<file path="src/rtl/jk_counter_pkg.sv">
// +---------------------------------------------------------------------------+
// | jk_counter_pkg : JK excitation commands and helper functions shared by      |
// |                  the modulo counter and its storage cells.                  |
// | Revision       : 1.0                                                        |
// +---------------------------------------------------------------------------+
`default_nettype none

package jk_counter_pkg;

   typedef enum logic [1:0] {
      JK_HOLD   = 2'b00,
      JK_RESET  = 2'b01,
      JK_SET    = 2'b10,
      JK_TOGGLE = 2'b11
   } jk_cmd_t;

   // Forced updates (load, wrap) drive the target value explicitly rather than
   // relying on the current bit, so they are correct whatever the cell holds.
   function automatic jk_cmd_t jk_cmd_sel(input logic cur_bit,
                                          input logic next_bit,
                                          input logic force_cmd);
      jk_cmd_t cmd;
      if (force_cmd) begin
         cmd = next_bit ? JK_SET : JK_RESET;
      end else if (cur_bit == next_bit) begin
         cmd = JK_HOLD;
      end else begin
         cmd = JK_TOGGLE;
      end
      return cmd;
   endfunction

   // Returns {J, K}.
   function automatic logic [1:0] jk_cmd_to_jk(input jk_cmd_t cmd);
      logic [1:0] jk;
      case (cmd)
         JK_HOLD:   jk = 2'b00;
         JK_RESET:  jk = 2'b01;
         JK_SET:    jk = 2'b10;
         JK_TOGGLE: jk = 2'b11;
         default:   jk = 2'b00;
      endcase
      return jk;
   endfunction

endpackage

`default_nettype wire

</file>
<file path="src/rtl/jk_cell.sv">
// +---------------------------------------------------------------------------+
// | jk_cell  : single JK storage bit, asynchronous active-low reset to 0.       |
// | Revision : 1.0                                                              |
// +---------------------------------------------------------------------------+
`default_nettype none

module jk_cell (
   input  logic clk,
   input  logic rst_n,
   input  logic j,
   input  logic k,
   output logic q
);

   always_ff @(posedge clk or negedge rst_n) begin
      if (!rst_n) begin
         q <= 1'b0;
      end else begin
         case ({j, k})
            2'b00:   q <= q;
            2'b01:   q <= 1'b0;
            2'b10:   q <= 1'b1;
            2'b11:   q <= ~q;
            default: q <= q;
         endcase
      end
   end

endmodule

`default_nettype wire

</file>
<file path="src/rtl/jk_mod_counter.sv">
// +---------------------------------------------------------------------------+
// | jk_mod_counter : modulo-MODULUS up/down counter on a bank of JK cells.      |
// |                  Build option JK_MOD_COUNTER_SAT_EN saturates at the ends.  |
// | Revision       : 1.0                                                        |
// +---------------------------------------------------------------------------+
`default_nettype none

module jk_mod_counter
   import jk_counter_pkg::*;
#(
   parameter int WIDTH   = 4,
   parameter int MODULUS = 10
) (
   input  logic             clk,
   input  logic             rst_n,
   input  logic             en,
   input  logic             up,
   input  logic             load,
   input  logic [WIDTH-1:0] load_val,
   output logic [WIDTH-1:0] count,
   output logic             tc,
   output logic             ovf
);

   // One extra bit so MODULUS = 2**WIDTH is representable in the compares.
   localparam logic [WIDTH:0] MOD_EXT = (WIDTH+1)'(MODULUS);
   localparam logic [WIDTH:0] MAX_EXT = (WIDTH+1)'(MODULUS - 1);

   logic [WIDTH:0]   cur_ext;
   logic [WIDTH:0]   load_ext;
   logic [WIDTH:0]   next_ext;
   logic [WIDTH-1:0] next_val;
   logic             unused_next_msb;
   logic             force_cmd;
   logic             tc_next;
   logic             ovf_next;
   logic [WIDTH-1:0] q_vec;
   logic [WIDTH-1:0] j_vec;
   logic [WIDTH-1:0] k_vec;

   assign cur_ext  = {1'b0, q_vec};
   assign load_ext = {1'b0, load_val};

   always_comb begin
      next_ext  = cur_ext;
      force_cmd = 1'b0;
      tc_next   = 1'b0;
      ovf_next  = ovf;
      if (load) begin
         force_cmd = 1'b1;
         if (load_ext >= MOD_EXT) begin
            next_ext = MAX_EXT;
            ovf_next = 1'b1;
         end else begin
            next_ext = load_ext;
            ovf_next = 1'b0;
         end
      end else if (en) begin
         if (up) begin
            if (cur_ext >= MAX_EXT) begin
`ifdef JK_MOD_COUNTER_SAT_EN
               next_ext  = cur_ext;
`else
               next_ext  = '0;
               force_cmd = 1'b1;
`endif
               tc_next  = 1'b1;
               ovf_next = 1'b1;
            end else begin
               next_ext = cur_ext + 1'b1;
            end
         end else begin
            if (cur_ext == '0) begin
`ifdef JK_MOD_COUNTER_SAT_EN
               next_ext  = cur_ext;
`else
               next_ext  = MAX_EXT;
               force_cmd = 1'b1;
`endif
               tc_next  = 1'b1;
               ovf_next = 1'b1;
            end else begin
               next_ext = cur_ext - 1'b1;
            end
         end
      end
   end

   assign next_val        = next_ext[WIDTH-1:0];
   assign unused_next_msb = next_ext[WIDTH];

   for (genvar i = 0; i < WIDTH; i++) begin : g_bit
      jk_cmd_t    cmd;
      logic [1:0] jk;

      assign cmd      = jk_cmd_sel(q_vec[i], next_val[i], force_cmd);
      assign jk       = jk_cmd_to_jk(cmd);
      assign j_vec[i] = jk[1];
      assign k_vec[i] = jk[0];

      jk_cell u_cell (
         .clk   (clk),
         .rst_n (rst_n),
         .j     (j_vec[i]),
         .k     (k_vec[i]),
         .q     (q_vec[i])
      );
   end

   always_ff @(posedge clk or negedge rst_n) begin
      if (!rst_n) begin
         tc  <= 1'b0;
         ovf <= 1'b0;
      end else begin
         tc  <= tc_next;
         ovf <= ovf_next;
      end
   end

   assign count = q_vec;

endmodule

`default_nettype wire

</file>
<file path="config.mk">
export PLATFORM = sky130hd
export DESIGN_NAME = jk_mod_counter
export DESIGN_NICKNAME = d
export VERILOG_FILES = /design/src/rtl/jk_counter_pkg.sv /design/src/rtl/jk_cell.sv /design/src/rtl/jk_mod_counter.sv
export SDC_FILE = /design/constraint.sdc
export NUM_CORES = 1
export LEC_CHECK = 0
export ABC_AREA = 1
export ABC_CLOCK_PERIOD_IN_PS = 1670
export BUFFER_PORTS_ARGS = -buffer_cell sky130_fd_sc_hd__buf_2
export CORE_AREA = 2 2 39 41
export CTS_CLUSTER_SIZE = 8
export DETAILED_ROUTE_END_ITERATION = 10
export DIE_AREA = 0 0 41 43
export PLACE_DENSITY_LB_ADDON = 0.08
export SLEW_MARGIN = 25
export SYNTH_ARGS = -nofsm -noshare
export SYNTH_HDL_FRONTEND = slang
export SYNTH_SLANG_ARGS = --single-unit
</file>
<file path="constraint.sdc">
create_clock -name clk -period 1.67 [get_ports clk]
set_input_delay 0.2505 -clock clk [delete_from_list [all_inputs] [get_ports clk]]
set_output_delay 0.2505 -clock clk [all_outputs]
set_load 0.02 [all_outputs]
</file>
==> qor.csv, run 1 <==
stage;metric;value;unit
synthesis;syn-mean-instance-area;6.760;sq um
worst_hold_path;worst_hold_path_type;input port to flop;
pwr;vdd.ir_drop.worst;0.0003776;V
timing;final.hold.worst_slack;0.2316;ns
pwr;clkPwrFrac;26.5;%
synthesis;synthCells;77;
detailed_routing;vias_per_cell;4.486;
worst_setup_path;critical-path-top-cell-by-count;nand2_1;
synthesis;yosys.cell_types.count;18;
final_layout;final_nets;105;
timing;max_clock_freq;695.1;MHz
pwr;p_int;0.0003085;W
worst_setup_path;timing.setup.critical_path_class;flop to flop;
final_layout;antenna-diode-count;0;
worst_setup_path;rrSetupSlack;0.23;ns
worst_setup_path;crit_fanout;7;
clock_tree;root_buffer;clkbuf_4;
worst_setup_path;path_cells;inv_1 > ha_1 > inv_1 > nor2_1 > nor2_1 > nand2_1 > nand2_1 > o21ai_1 > nand2_1 > nand2_1;
die;fp.dieArea;0.001763;sq mm
clock_tree;clkSlewWorstSetupHoldPaths;0.04;ns
clock_tree;cts.sinks;6;
timing;max-slew-margin-rel;84.22;%
final_layout;combined_area_of_the_multi_input_logic_cells;295.3;sq um
die;core.rowCount;14;
worst_setup_path;critPathLaunchType;flop;
final_layout;final_layout_size_suffix_gt1_share;27.47;%
timing;worst-slew-pin-transition;0.2358;ns
synthesis;synthesis.yosys.warnings;0;
job;cap_viol_max_count;0;
final_layout;layout.area.seq;150.1;sq um
global_route;grt_overflow;0;
worst_setup_path;type_of_element_capturing_the_critical_path;flop;
die;initial_utilization;37.61;%
pwr;seq_power_share;37.6;%
worst_setup_path;crit_start;g_bit[0].u_cell.q;
global_route;wire_length_of_the_first_global_routing_pass;1835;microns
pwr;power.leakage;0.3454;nW
clock_tree;cts_resized;0;
detailed_routing;post-route-drc-count;0;
die;design.core.area;0.001384;sq mm
detailed_routing;drt_first_pass_iters;2;
timing;unrepaired_setup_endpoints_after_global_routing;no;
pwr;power_density_cells;794.2;mW/mm^2
pwr;power_switching;0.0001785;W
die;die-width;41;microns
synthesis;net_count_after_synthesis;89;
timing;hold_viol;0;
clock_tree;cts_buffer_depth;2;
final_layout;flow.area_growth_from_synthesis;17.79;%
global_route;vias_in_the_first_global_route;436;
detailed_routing;detailroute.via_count;480;
worst_setup_path;critical_path.max_stage_delay;0.45;ns
worst_setup_path;cpMaxStageDelayCell;dfrtp_1;
place;portBuffers;14;
synthesis;synth.ff_latch_count;6;
timing;final_min_period_over_clock_period;86.14;%
pwr;comb_power_share;35.9;%
final_layout;fin_util;44.30;%
timing;final.setup.tns;0;ns
synthesis;netlist_area;520.5;sq um
synthesis;ys_seq_area_share;28.85;%
outcome;run_status;complete, no violations;
pwr;power_switching_share;36.65;%
clock_tree;clock_insertion_delay_worst_skew;0.24;ns
detailed_routing;detail_route.wl_per_cell;10.34;microns
timing;timing.final.crit_period;1.439;ns
final_layout;layout.cells.most_common_list;nand2_1 (21), buf_2 (14), inv_1 (10);
detailed_routing;routed_wl;1106;microns
global_route;grt_start_max_net_pins;8;
detailed_routing;initialDrtViolationCount;5;
worst_setup_path;r2r_start;g_bit[0].u_cell.q;
detailed_routing;final_antenna_net_count;0;
clock_tree;clock_tree_from_tritoncts;yes;
pwr;design_power_total;0.0004869;W
final_layout;layout.cells.most_common;nand2_1;
worst_setup_path;reg2regPathDepth;10;
place;place.detailed.hpwl;905.1;microns
clock_tree;cts.htree.levels;1;
die;die_y;43;microns
place;globalplace.congestion;0.7530;
worst_setup_path;crit-reg2reg-capture;g_bit[2].u_cell.q;
global_route;grt_antenna_before_repair;0;
global_route;grt_util_all_layers;15.60;%
timing;setup_viol;0;
worst_setup_path;arrival;1.57;ns
clock_tree;tritoncts_buffer_count;3;
timing;timing.clock.skew;0.001001;ns
final_layout;layout_filler_cell_count;162;
die;pin_count;15;
worst_setup_path;critical_path_required;1.80;ns
timing;timing_max_transition_violations_final;0;
worst_setup_path;worst_setup_path_endpoint;g_bit[2].u_cell.q;
kinds of logic (layout without fill, tap and decap cells):
family,Yosys count,count (layout),synth area share [%]
AND/OR/NAND/NOR,42,42,37.74
buffers and inverters,16,30,14.42
adder cells (fa/ha/maj),3,3,7.212
AO/OA/AOI/OAI,9,9,10.10
flip-flops,6,6,28.85
XOR/XNOR,1,1,1.683
power groups by stage:
stage / Combinational, W / Clock (W) / Sequential [W]
finish: 0.000175 / 0.000129 / 0.000183
global route: 0.000202 / 0.000146 / 0.000186
CTS: 0.000177 / 0.000138 / 0.000183
detailed placement: 0.000175 / 0 / 0.000185
global placement: 0.000175 / 0 / 0.000185
floorplan: 0.000135 / 0 / 0.000185
timing repair:
action / CTS / global route
endpoints found under the setup margin: 0 / 0
hold endpoints to repair: 6 / 0
setup buffers: 0 / 0
hold buffers: 1 / 0
registers in the layout (all words and copies together), names as in the netlist:
| register | cells |
|---|---|
| g_bit.u_cell.q | 4 |
| ovf | 1 |
| tc | 1 |
worst max-delay path: cells and delay by family (launching register included):
family,cells,cell delay (ns)
DFF,1,0.45
adders and majority gates,1,0.26
AOI/OAI and AO/OA,1,0.06
buffers and inverters,2,0.19
and+or+nand+nor,6,0.35
cells in the mapped netlist:
library cell  number  area (sq um)
o21bai_1           1         7.510
o21ai_1            2         10.01
buf_4              4         30.03
inv_2              2         7.510
inv_1             10         37.54
nand4_1            1         6.260
nand2_1           21         78.83
nand2_4            1         11.26
nand2_2            3         18.77
a21oi_1            4         20.02
xnor2_1            1         8.760
nor2_1             7         26.28
dfrtp_1            6         150.1
o21a_1             1         7.510
nand3_1            7         35.03
ha_1               3         37.54
nand3_2            2         20.02
o211ai_1           1         7.510
how the worst min path moves through the flow:
| stage | slack, ns | start | end | depth (start not counted) |
|---|---|---|---|---|
| detailed placement | 0.08 | rst_n | g_bit[2].u_cell.q | 1 |
| finish | 0.23 | load_val[3] | g_bit[3].u_cell.q | 3 |
| global route | 0.24 | load_val[3] | g_bit[3].u_cell.q | 3 |
| floorplan | -0.05 | rst_n | g_bit[0].u_cell.q | 0 |
| CTS | 0.22 | load_val[3] | g_bit[3].u_cell.q | 3 |
| global placement | 0.08 | rst_n | g_bit[2].u_cell.q | 1 |
routing by layer:
layer | vias to the layer above | global-route usage [%] | part of all wire (%)
met1 | 199 | 19.54 | 48
met5 | - | 0 | 0
li1 | 268 | - | -
met3 | 2 | 1.571 | 3.8
met2 | 11 | 23.13 | 46
met4 | 0 | 12.00 | 1.4
final cells by class:
type                            count  share of cell area [%]
Clock buffer                        3                   3.673
Multi-Input combinational cell     55                   48.16
Timing Repair Buffer               15                   13.06
Tap cell                           16                   3.265
Inverter                           12                   7.347
Sequential cell                     6                   24.49
stage by stage:
| step | worst slack [ns] | cells | area, sq um |
|---|---|---|---|
| global placement | 0.2190 | 103 | 580.6 |
| finish | 0.2314 | 107 | 613.1 |
| detailed placement | 0.2192 | 103 | 580.6 |
| floorplan | 0.3910 | 77 | 520.5 |
| CTS | 0.2080 | 107 | 613.1 |
| global route | 0.03523 | 107 | 613.1 |
No activity file was read; power rests on OpenSTA's default activity.
==> run 2, diff against run 1 <==
--- a/config.mk
+++ b/config.mk
@@ -5,7 +5,7 @@
 export SDC_FILE = /design/constraint.sdc
 export NUM_CORES = 1
 export LEC_CHECK = 0
-export ABC_AREA = 1
+export ABC_AREA = 0
 export ABC_CLOCK_PERIOD_IN_PS = 1670
 export BUFFER_PORTS_ARGS = -buffer_cell sky130_fd_sc_hd__buf_2
 export CORE_AREA = 2 2 39 41
==> qor.csv, run 2 <==
stage;metric;value;unit
timing;max_clock_freq;602.2;MHz
synthesis;synthCells;64;
final_layout;fin_cells;95;
detailed_routing;vias_per_cell;5.389;
place;placement.cell_area;600.6;sq um
worst_setup_path;crit_fanout;4;
final_layout;final_nets;92;
timing;timing.final.crit_period;1.661;ns
final_layout;biggestRegsByFlops;g_bit.u_cell.q x4, ovf x1, tc x1;
synthesis;synthesis.yosys.warnings;0;
synthesis;netlist_area;520.5;sq um
synthesis;synth_edf_count;0;
global_route;wire_length_of_the_first_global_routing_pass;1731;microns
final_layout;largest_register_ffs;4;
timing;final.hold.worst_slack;0.2160;ns
clock_tree;root_buffer;clkbuf_4;
detailed_routing;final_antenna_net_count;0;
pwr;power_switching;0.0001807;W
pwr;comb_power_share;37.7;%
timing;hold_viol;0;
worst_setup_path;critPathLaunchType;flop;
synthesis;synth_area_leaders;dfrtp_1 (29%), ha_1 (7.2%), buf_4 (5.8%);
synthesis;synth.ff_latch_count;6;
timing;max-slew-margin-rel;77.03;%
die;core.rowCount;14;
global_route;grt_overflow;0;
pwr;seq_power_share;34.4;%
clock_tree;post_cts.repair.setup_buffers;0;
final_layout;layout.cells.most_common;buf_2;
detailed_routing;routed_wl;1185;microns
die;pin_count;15;
final_layout;antenna-diode-count;0;
place;place.detailed.hpwl;921.6;microns
timing;worst-slew-pin-transition;0.3446;ns
die;fp.dieArea;0.001763;sq mm
clock_tree;clock_tree_from_tritoncts;yes;
detailed_routing;detailroute.via_count;512;
place;portBuffers;14;
timing;timing.clock.skew;0.001270;ns
pwr;power.leakage;0.2862;nW
synthesis;synth_common_cells;inv_1 (7), dfrtp_1 (6), a21oi_1 (5), nand2_1 (5), buf_4 (4);
final_layout;final_layout_size_suffix_gt1_share;35.44;%
place;place_ws;0.007194;ns
detailed_routing;initialDrtViolationCount;16;
synthesis;ys_seq_area_share;28.85;%
global_route;grt_antenna_before_repair;0;
pwr;design_power_total;0.0005204;W
synthesis;synth.top_cell.area_share;28.85;%
synthesis;syn-mean-instance-area;8.133;sq um
final_layout;summed_area_of_non_filler_cells_in_the_final_layout;646.9;sq um
timing;final_min_period_over_clock_period;99.44;%
outcome;run_status;complete, no violations;
worst_hold_path;worst_hold_path_type;input port to flop;
detailed_routing;drt_first_pass_iters;4;
place;globalplace.congestion;0.7493;
synthesis;yosysTopAreaCell;dfrtp_1;
worst_setup_path;type_of_element_capturing_the_critical_path;flop;
clock_tree;clock_insertion_delay_worst_skew;0.24;ns
place;numPlacedInstances;90;
worst_setup_path;critical_path_required;1.82;ns
clock_tree;cts_buffer_depth;2;
clock_tree;cts.htree.levels;1;
clock_tree;tritoncts_buffer_count;3;
detailed_routing;post-route-drc-count;0;
timing;final_setup_slack_of_the_worst_path;0.009429;ns
global_route;vias_in_the_first_global_route;437;
pwr;power_switching_share;34.73;%
synthesis;post-synth-top-count-cell;inv_1;
timing;setup_viol;0;
timing;timing_max_transition_violations_final;0;
pwr;clkPwrFrac;27.9;%
worst_setup_path;timing.setup.critical_path_class;flop to flop;
job;cap_viol_max_count;0;
final_layout;flow.area_growth_from_synthesis;24.28;%
worst_setup_path;arrival;1.81;ns
die;initial_utilization;37.61;%
pwr;p_int;0.0003397;W
pwr;power_density_cells;804.5;mW/mm^2
detailed_routing;detail_route.wl_per_cell;12.47;microns
pwr;vdd.ir_drop.worst;0.0002725;V
clock_tree;cts.sinks;6;
global_route;grt_start_max_net_pins;14;
die;design.core.area;0.001384;sq mm
die;die_y;43;microns
timing;unrepaired_setup_endpoints_after_global_routing;yes;
global_route;grt_util_all_layers;14.26;%
synthesis;net_count_after_synthesis;76;
synthesis;yosys.cell_types.count;31;
clock_tree;clkSlewWorstSetupHoldPaths;0.05;ns
synthesis;synthFlopType;dfrtp_1;
final_layout;layout.cells.most_common_list;buf_2 (14), a21oi_1 (5), nand2_1 (5), inv_1 (5), dfrtp_1 (5);
synthesis;synth_async_sr_flop_share;100.0;%
die;die-width;41;microns
final_layout;registers.top_by_ff_count;g_bit.u_cell.q;
[run 2: worst paths after layout]
check,startpoint,end,slack [ns],depth (start not counted)
worst min-delay path,load_val[3],g_bit[1].u_cell.q,0.22,2
worst max-delay path,g_bit[0].u_cell.q,g_bit[2].u_cell.q,0.009,6
min in group asynchronous,rst_n,g_bit[3].u_cell.q,0.35,2
worst min register to register,ovf,ovf,0.51,2
worst max register to register,g_bit[0].u_cell.q,g_bit[2].u_cell.q,0.009,6
max in group asynchronous,rst_n,g_bit[0].u_cell.q,1.17,2
[run 2: layout make-up]
type	count	area, sq um
multi-input combinational	43	312.8
inverter	7	26.28
fill	154	737.0
tap	16	20.02
sequential	6	151.4
clock buffer	4	26.28
timing repair buffer	19	110.1
[run 2: per-layer routing]
metal	track usage, %	routed length, microns	share of wire (%)
met1	19.74	539	45
met2	20.31	570	48
met3	3.665	74	6.2
met4	6.000	0	0
met5	0	0	0
[run 2: stage by stage]
step           utilization, %  setup TNS (ns)
2_1_floorplan               -        -0.01184
3_3_place_gp            43.40               0
3_5_place_dp            43.40               0
4_1_cts                 46.20               0
5_1_grt                 46.75        -0.03330
6_report                46.75               0
[run 2: cells by family (layout without fill, tap and decap cells)]
family	Yosys count	in the layout	share of synthesized area, %
flip-flops	6	6	28.85
buffers and inverters	15	30	15.39
AO/OA/AOI/OAI	18	18	23.56
XOR/XNOR	1	1	1.683
adder cells (fa/ha/maj)	3	3	7.212
AND/OR/NAND/NOR	21	21	23.32
[run 2: power groups by stage]
stage               combinational, W  sequential, W  clock, W
floorplan                   0.000142       0.000184         0
global route                0.000218       0.000182  0.000156
finish                      0.000196       0.000179  0.000145
detailed placement          0.000193       0.000181         0
global placement            0.000194       0.000181         0
CTS                         0.000196       0.000179  0.000148
[run 2: repair_timing]
| action | in CTS | in global routing |
|---|---|---|
| endpoints found under the setup margin | 1 | 1 |
| hold buffers | 1 | 0 |
| pin swaps | 2 | 1 |
| gates resized for setup | 1 | 1 |
| endpoints found under the hold margin | 6 | 0 |
[run 2: critical path, stage by stage (launching register included)]
cell	delay (ns)
dfrtp_2	0.42
inv_2	0.07
ha_4	0.12
or3b_4	0.39
o221a_1	0.25
a211o_1	0.24
o311ai_2	0.07
